[src/rtl/regfile_onehot_wr_if.sv]
// Register-file access bundle: two read ports, one one-hot write port,
// and the error/commit status returned by the register file.
//   master : writeback/decode side (drives selects, write data, qualifier)
//   slave  : register file (returns read data and status)
//   read1RegSel/read2RegSel  3-bit read indices
//   writeOneHot              one-hot write select from the 3-to-8 decoder
//   writeData/writeEn        writeback data and request qualifier
//   read1Data/read2Data      bypassed read data
//   err/errSticky            malformed-write flag (combinational / sticky)
//   writeCount               committed-write counter
interface regfile_onehot_wr_if #(
    parameter int DATA_WIDTH = 16
);
    logic [2:0]            read1RegSel;
    logic [2:0]            read2RegSel;
    logic [7:0]            writeOneHot;
    logic [DATA_WIDTH-1:0] writeData;
    logic                  writeEn;
    logic [DATA_WIDTH-1:0] read1Data;
    logic [DATA_WIDTH-1:0] read2Data;
    logic                  err;
    logic                  errSticky;
    logic [15:0]           writeCount;

    modport master (
        output read1RegSel, read2RegSel, writeOneHot, writeData, writeEn,
        input  read1Data, read2Data, err, errSticky, writeCount
    );

    modport slave (
        input  read1RegSel, read2RegSel, writeOneHot, writeData, writeEn,
        output read1Data, read2Data, err, errSticky, writeCount
    );
endinterface

[src/rtl/regfile_onehot_wr.sv]
// Eight-entry register file written through a one-hot select vector.
// Two combinational read ports with write-to-read bypass. Writes whose
// select is not exactly one-hot are rejected and flagged (err now,
// errSticky until reset). writeCount counts committed writes and wraps.
//   clk    rising-edge clock
//   rst_n  asynchronous active-low reset (clears registers and status)
//   bus    regfile_onehot_wr_if.slave (see interface header)
module regfile_onehot_wr #(
    parameter int DATA_WIDTH = 16,
    parameter int NUM_REGS   = 8   // tied to the 8-bit one-hot select
) (
    input  logic                  clk,
    input  logic                  rst_n,
    regfile_onehot_wr_if.slave    bus
);
    logic [DATA_WIDTH-1:0] regs [NUM_REGS];
    logic                  one_hot;
    logic                  wr_valid;
    logic [2:0]            wr_idx;
    logic                  errSticky_q;
    logic [15:0]           writeCount_q;

    // Exactly one bit set: non-zero and clearing the lowest set bit leaves zero.
    assign one_hot  = (bus.writeOneHot != 8'h00) &&
                      ((bus.writeOneHot & (bus.writeOneHot - 8'h01)) == 8'h00);
    assign wr_valid = bus.writeEn && one_hot;
    assign bus.err  = bus.writeEn && !one_hot;

    // Index of the set bit; only meaningful when one_hot is true, and
    // every consumer is qualified by wr_valid.
    always_comb begin
        wr_idx = 3'd0;
        for (int i = 0; i < NUM_REGS; i++) begin
            if (bus.writeOneHot[i]) wr_idx = i[2:0];
        end
    end

    always_ff @(posedge clk or negedge rst_n) begin
        if (!rst_n) begin
            for (int i = 0; i < NUM_REGS; i++) regs[i] <= '0;
            errSticky_q  <= 1'b0;
            writeCount_q <= 16'h0000;
        end else begin
            if (wr_valid) begin
                regs[wr_idx] <= bus.writeData;
                writeCount_q <= writeCount_q + 16'd1;
            end
            if (bus.err) errSticky_q <= 1'b1;
        end
    end

    // Storage is already zero under reset; the rst_n gate keeps the bypass
    // path from leaking writeData onto the read ports while reset is held.
    assign bus.read1Data = !rst_n ? '0 :
                           (wr_valid && (wr_idx == bus.read1RegSel)) ? bus.writeData :
                           regs[bus.read1RegSel];
    assign bus.read2Data = !rst_n ? '0 :
                           (wr_valid && (wr_idx == bus.read2RegSel)) ? bus.writeData :
                           regs[bus.read2RegSel];

    assign bus.errSticky  = errSticky_q;
    assign bus.writeCount = writeCount_q;
endmodule
[src/flat_wrapper.sv]
// flat-port wrapper written by rule: the top's interface ports become plain ports
module regfile_onehot_wr_flat 
#(
    parameter int DATA_WIDTH = 16,
    parameter int NUM_REGS   = 8                                      
)
  (clk, rst_n, bus_read1RegSel, bus_read2RegSel, bus_writeOneHot, bus_writeData, bus_writeEn, bus_read1Data, bus_read2Data, bus_err, bus_errSticky, bus_writeCount);
  regfile_onehot_wr_if #(.DATA_WIDTH(DATA_WIDTH)) bus_i ();
  input  logic clk;
  input  logic rst_n;
  input wire logic [$bits(bus_i.read1RegSel)-1:0] bus_read1RegSel;
  input wire logic [$bits(bus_i.read2RegSel)-1:0] bus_read2RegSel;
  input wire logic [$bits(bus_i.writeOneHot)-1:0] bus_writeOneHot;
  input wire logic [$bits(bus_i.writeData)-1:0] bus_writeData;
  input wire logic [$bits(bus_i.writeEn)-1:0] bus_writeEn;
  output wire logic [$bits(bus_i.read1Data)-1:0] bus_read1Data;
  output wire logic [$bits(bus_i.read2Data)-1:0] bus_read2Data;
  output wire logic [$bits(bus_i.err)-1:0] bus_err;
  output wire logic [$bits(bus_i.errSticky)-1:0] bus_errSticky;
  output wire logic [$bits(bus_i.writeCount)-1:0] bus_writeCount;
  assign bus_i.read1RegSel = bus_read1RegSel;
  assign bus_i.read2RegSel = bus_read2RegSel;
  assign bus_i.writeOneHot = bus_writeOneHot;
  assign bus_i.writeData = bus_writeData;
  assign bus_i.writeEn = bus_writeEn;
  assign bus_read1Data = bus_i.read1Data;
  assign bus_read2Data = bus_i.read2Data;
  assign bus_err = bus_i.err;
  assign bus_errSticky = bus_i.errSticky;
  assign bus_writeCount = bus_i.writeCount;
  regfile_onehot_wr #(.DATA_WIDTH(DATA_WIDTH), .NUM_REGS(NUM_REGS)) u_core (.clk(clk), .rst_n(rst_n), .bus(bus_i));
endmodule
[config.mk]
export PLATFORM = sky130hd
export DESIGN_NAME = regfile_onehot_wr_flat
export DESIGN_NICKNAME = d
export VERILOG_FILES = /design/src/rtl/regfile_onehot_wr_if.sv /design/src/rtl/regfile_onehot_wr.sv /design/src/flat_wrapper.sv
export SDC_FILE = /design/constraint.sdc
export NUM_CORES = 1
export LEC_CHECK = 0
export ABC_CLOCK_PERIOD_IN_PS = 5100
export CORE_MARGIN = 2
export CORE_UTILIZATION = 45
export DETAILED_ROUTE_END_ITERATION = 6
export PLACE_DENSITY = 0.67
export SETUP_SLACK_MARGIN = 0.2
export SYNTH_ARGS = -nofsm -noshare
export SYNTH_HDL_FRONTEND = slang
export SYNTH_SLANG_ARGS = --single-unit
export TNS_END_PERCENT = 5
[constraint.sdc]
create_clock -name clk -period 5.1 [get_ports clk]
set_input_delay 1.02 -clock clk [delete_from_list [all_inputs] [get_ports clk]]
set_output_delay 1.02 -clock clk [all_outputs]
set_load 0.005 [all_outputs]
==> results of run 1 <==
## metal layers
metal,track usage,vias to the layer above,share of wire
met5,0,-,0
met4,0.08187,0,0.021
met3,0.04489,31,0.044
met2,0.3855,133,0.53
met1,0.2719,2957,0.41
li1,-,2472,-
## flip-flops by register name (all words and copies together) (netlist names)
signal,flops
u_core.regs,128
u_core.bus.errSticky,1
u_core.bus.writeCount,16
## worst register-to-register path, cell delays in order, from the launching register on
cell	delay [ps]
dfrtp_1	440
nand4_1	220
or4_1	610
nor4b_1	370
xor2_1	180
## cell usage after synthesis, drive strengths merged, types with 4 or more instances
library cell	n	area, um^2
buf	17	98.84
dfrtp	145	3628
nand2b	35	219.0
mux2	129	1453
or4	4	30.03
inv	5	18.77
a211oi	4	30.03
nor2	16	65.06
clkbuf	26	97.59
nand3	11	55.05
o211ai	34	255.2
mux4	64	1441
nor3	9	55.05
nand2	24	90.09
xor2	16	140.1
mux2i	32	320.3
## per-stage QoR
stage                 util  area [um^2]  instances  worst slack [ps]  hold slack [ps]
floorplan                -         8224        599              1038            464.7
global placement    0.5242         9417        899             108.3            453.3
finish              0.5555         9978        930             140.9            462.5
CTS                 0.5553         9976        930             169.2            470.0
global route        0.5555         9978        930             65.73            500.8
detailed placement  0.5242         9417        899             45.86            457.8
## final cells by class
cell class	count	area (um^2)
Fill cell	1443	7985
Multi-Input combinational cell	406	4384
Sequential cell	145	3628
Timing Repair Buffer	116	1119
Clock buffer	22	454.2
Tap cell	229	286.5
Clock inverter	7	87.58
Inverter	5	18.77
## logic make-up after synthesis
group                    after synthesis  share of synthesized area
multiplexers                         225                     0.3908
flip-flops                           145                     0.4412
AND/OR/NAND/NOR                      115                    0.07622
buffers and inverters                 48                    0.02617
AO/OA/AOI/OAI                         47                    0.04488
XOR/XNOR                              18                    0.01917
adder cells (fa/ha/maj)                1                   0.001521
## power by group
group	switching, uW	internal (uW)	total, uW
clock network	446	720	1170
registers	40.4	1200	1240
logic	153	176	329
total	640	2100	2740
## timing repair
| item | CTS | global route |
|---|---|---|
| buffers inserted | 2 | 0 |
| gates resized for setup | 2 | 1 |
| pin swaps | 1 | 0 |
| endpoints found under the hold margin | 0 | 0 |
| endpoints found under the setup margin | 32 | 31 |
## worst paths after layout
| check | depth (start not counted) | startpoint | slack, ps | to |
|---|---|---|---|---|
| min in group asynchronous | 1 | rst_n | 570 | u_core.regs[113] |
| max | 8 | bus_writeOneHot[1] | 140 | bus_read1Data[8] |
| max in group asynchronous | 3 | rst_n | 3520 | u_core.regs[110] |
| min | 1 | u_core.bus.errSticky | 460 | u_core.bus.errSticky |
| min reg2reg | 1 | u_core.bus.errSticky | 460 | u_core.bus.errSticky |
| max reg2reg | 4 | u_core.bus.writeCount[3] | 3210 | u_core.bus.writeCount[15] |
==> qor.yml, run 1 <==
status: "finished, final reports clean"
via_count: 5593
slew_viol_final: 0
finalNetCount: 725
synth_edf_count: 0
period_minus_slack_ps: 4959
cts.path.max_buffers: 2
viasPerCell: 6.014
synth_async_sr_flop_share: 1.000
yosys.cell_types.count: 37
clock_skew_ps: 4.709
grt_use_total: 0.2207
tns_ps: 0
relSlewSlack: 0.2764
row_count: 49
power_uw: 2738
fp.dieW_um: 139.2
cp_top_family: "buffers and inverters"
final_hold_viol_count: 0
synth_warnings: 0
netlist_area_um2: 8224
required_ps: 4080
drc: 0
cp_cell_sequence: "clkdlybuf4s50_1, or4_4, or3_4, a31o_4, a211o_1, buf_12, mux2i_1, clkdlybuf4s50_1"
initial_core_util: 0.4578
cts-buffers-inserted: 17
crit_buf_inv: 3
core_area_um2: 17960
drt_iter0_markers: 373
clk_pin_slew_ps: 50
wl_um: 20500
ant_nets: 0
worstMarginPinSlew_ps: 1081
ioPinCount: 83
clock_latency_ps: 420
root_buffer: "clkbuf_16"
htreeDepth: 4
grt_pass1_vias: 6029
slowest_delay_ps: 580
portBuffers: 82
dr.pass1.iters: 4
grt_max_degree: 81
cp.arrival_ps: 3940
die_h_um: 139.2
synth-seq-area-share: 0.4412
ctsHoldBuffers: 0
diodes: 0
crit_path_top_delay_cell: "or4_4"
syn_area_per_cell_um2: 13.73
cp_max_fo: 12
rsz0062_at_grt: "true"
path_class: "primary input to output port"
ys.flop_type: "dfrtp_1"
area_growth_pct: 21.33
dieArea_um2: 19370
dp.final_hpwl_um: 13520
cts_tree: "done"
fin_crit_sh: 0.9724
fmax_ghz: 0.2017
startpoint_type: "primary input"
power_density_nw_per_um2: 274.4
finalSetupViolCount: 0
synth_nets: 633
cpMostUsedCell: "clkdlybuf4s50_1"
layout_commonest_cell: "dfrtp_1"
drive_gt1_frac: 0.3738
place.gp.congestion: 0.8330
grt_first_pass_wirelength_um: 32930
end_kind: "output port"
final_cell_mix: "dfrtp_1, mux2_2, clkdlybuf4s50_1, mux4_2, nand2b_1"
clkSinkCount: 145
ir_worst_vdd_mv: 0.2631
wire_per_inst_um: 22.05
antenna_found_initial: 0
cellLeakagePower_uw: 0.004660
globalRoute.totalOverflow: 0
cap_violations: 0
synth_seq_cells: 145
synthCells: 599
hold_path.class: "register to register"
Note: power is estimated with default switching activity, not from simulation.
==> inputs of run 2 (changes only) <==
--- a/config.mk
+++ b/config.mk
@@ -5,11 +5,11 @@
 export SDC_FILE = /design/constraint.sdc
 export NUM_CORES = 1
 export LEC_CHECK = 0
-export ABC_CLOCK_PERIOD_IN_PS = 5100
+export ABC_CLOCK_PERIOD_IN_PS = 4100
 export CORE_MARGIN = 2
 export CORE_UTILIZATION = 45
 export DETAILED_ROUTE_END_ITERATION = 6
-export PLACE_DENSITY = 0.67
+export PLACE_DENSITY = 0.7
 export SETUP_SLACK_MARGIN = 0.2
 export SYNTH_ARGS = -nofsm -noshare
 export SYNTH_HDL_FRONTEND = slang
==> constraint.sdc (replaced) <==
create_clock -name clk -period 4.1 [get_ports clk]
set_input_delay 0.82 -clock clk [delete_from_list [all_inputs] [get_ports clk]]
set_output_delay 0.82 -clock clk [all_outputs]
set_load 0.005 [all_outputs]
==> run 2 against run 1 <==
Against the previous run:
- flip-flop and latch count unchanged
- combinational power up 26%
- setup slack improved by 80 ps
- sequential share of layout area fell by 0.81 points
- core utilization increased by 1.3 points
- die area stayed put
- sequential power rose by 25%
- clock power rose by 38%
- critical path type unchanged
==> qor.yml, run 2 (synthesized netlist as in run 1, its figures left out) <==
place.gp.congestion: 0.8512
cts.path.max_buffers: 2
fillerInstances: 1428
slew_viol_final: 0
hold_path.class: "primary input to asynchronous set/reset pin"
drc: 0
cts-buffers-inserted: 17
wl_um: 21190
die_h_um: 139.2
clock_skew_ps: 5.842
top_register: "u_core.regs"
final_cell_mix: "dfrtp_1, mux2_2, mux4_2, buf_4, clkdlybuf4s50_1"
core_area_um2: 17960
ir_worst_vdd_mv: 0.2632
period_minus_slack_ps: 3879
cp.arrival_ps: 3060
diodes: 0
wire_per_inst_um: 22.23
relSlewSlack: 0.7054
switching_power_uw: 860.2
rsz0062_at_grt: "true"
swShare: 0.2410
finalSetupViolCount: 0
instances_no_fill: 953
fin_crit_sh: 0.9462
cellLeakagePower_uw: 0.004870
layout_commonest_cell: "dfrtp_1"
drt_iter0_markers: 313
fin_ws_ps: 220.6
p_seq_frac: 0.433
final-seq-area_um2: 3628
globalRoute.totalOverflow: 0
status: "finished, final reports clean"
fp.dieW_um: 139.2
startpoint_type: "primary input"
htreeDepth: 4
power_density_nw_per_um2: 349.8
multi_input_area_um2: 4402
p_clk_frac: 0.451
dieArea_um2: 19370
ctsHoldBuffers: 0
p_comb_frac: 0.116
finalNetCount: 745
drive_gt1_frac: 0.4309
initial_core_util: 0.4578
root_buffer: "clkbuf_16"
ioPinCount: 83
cp_max_fo: 6
required_ps: 3280
clk_pin_slew_ps: 60
area_growth_pct: 24.08
viasPerCell: 6.026
clock_latency_ps: 420
end_kind: "output port"
grt_pass1_vias: 6270
portBuffers: 82
dp.cells: 913
power_uw: 3569
via_count: 5743
grt_use_total: 0.2297
fmax_ghz: 0.2578
worstMarginPinSlew_ps: 441.9
largest_reg_flops: 128
grt_max_degree: 49
grt_first_pass_wirelength_um: 34240
antenna_found_initial: 0
dp.final_hpwl_um: 13240
cts_tree: "done"
dr.pass1.iters: 4
power.internal_uw: 2709
cap_violations: 0
path_class: "primary input to output port"
clkSinkCount: 145
place_ws_ps: -518.9
final_util: 0.5681
final_hold_viol_count: 0
ant_nets: 0
row_count: 49
==> run 2: changes by cell type in the layout (fill, tap and decap cells not counted), moves of 4 or more <==
cell / change
buf_6: +4
dlygate4sd2_1: +10
clkdlybuf4s15_1: +7
buf_2: +19
buf_4: +11
buf_12: +5
clkdlybuf4s50_1: -38
==> run 2: final timing paths <==
kind	endpoint	start	slack, ps	cells past startpoint
max in group asynchronous	u_core.regs[68]	rst_n	2930	3
setup / recovery	bus_read1Data[4]	bus_writeOneHot[3]	220	9
hold / removal	u_core.regs[64]	rst_n	250	1
min in group clk	u_core.bus.writeCount[15]	u_core.bus.writeCount[15]	470	1
hold reg to reg	u_core.bus.writeCount[15]	u_core.bus.writeCount[15]	470	1
setup reg to reg	u_core.bus.writeCount[15]	u_core.bus.writeCount[3]	2170	4
==> run 2: metal layers <==
layer | share of wire | GRT usage | up-vias
met5 | 0 | 0 | -
met4 | 0.017 | 0.08506 | 0
met3 | 0.042 | 0.04109 | 26
met2 | 0.53 | 0.4006 | 145
met1 | 0.41 | 0.2876 | 3038
li1 | - | - | 2534
==> run 2: metrics by stage <==
| stage | hold WS (ps) | setup TNS, ps | cell area (um^2) |
|---|---|---|---|
| 2_1_floorplan | 464.7 | 0 | 8224 |
| 3_3_place_gp | 451.2 | -13090 | 9572 |
| 3_5_place_dp | 458.6 | -13950 | 9572 |
| 4_1_cts | 235.2 | 0 | 10200 |
| 5_1_grt | 242.2 | 0 | 10200 |
| 6_report | 252.3 | 0 | 10200 |
==> run 2: power by group through the flow <==
stage	combinational [uW]	clock, uW	sequential (uW)
after detailed placement	427	0	1570
after global routing	449	1720	1550
after CTS	419	1640	1540
after global placement	416	0	1560
final	413	1610	1550
after floorplan	230	0	1550
==> run 2: worst max-delay path, stage by stage <==
cell,delay (ps)
buf_6,90
or4_4,550
a2111o_1,340
a31o_4,270
a211o_4,300
buf_4,170
buf_12,150
mux2i_1,150
clkdlybuf4s15_2,220
==> run 2: final cells by class <==
class	count	area share
timing repair buffer	136	0.1231
clock buffer	21	0.04512
sequential	145	0.3556
clock inverter	11	0.01496
tap	229	0.02808
multi-input combinational	406	0.4313
inverter	5	0.001839
==> run 2: timing repair <==
action / 4_1_cts / 5_1_grt
gates resized for setup: 124 / 0
cloned: 1 / 0
setup endpoints to repair: 33 / 29
pin swaps: 7 / 2
buffers inserted: 7 / 0
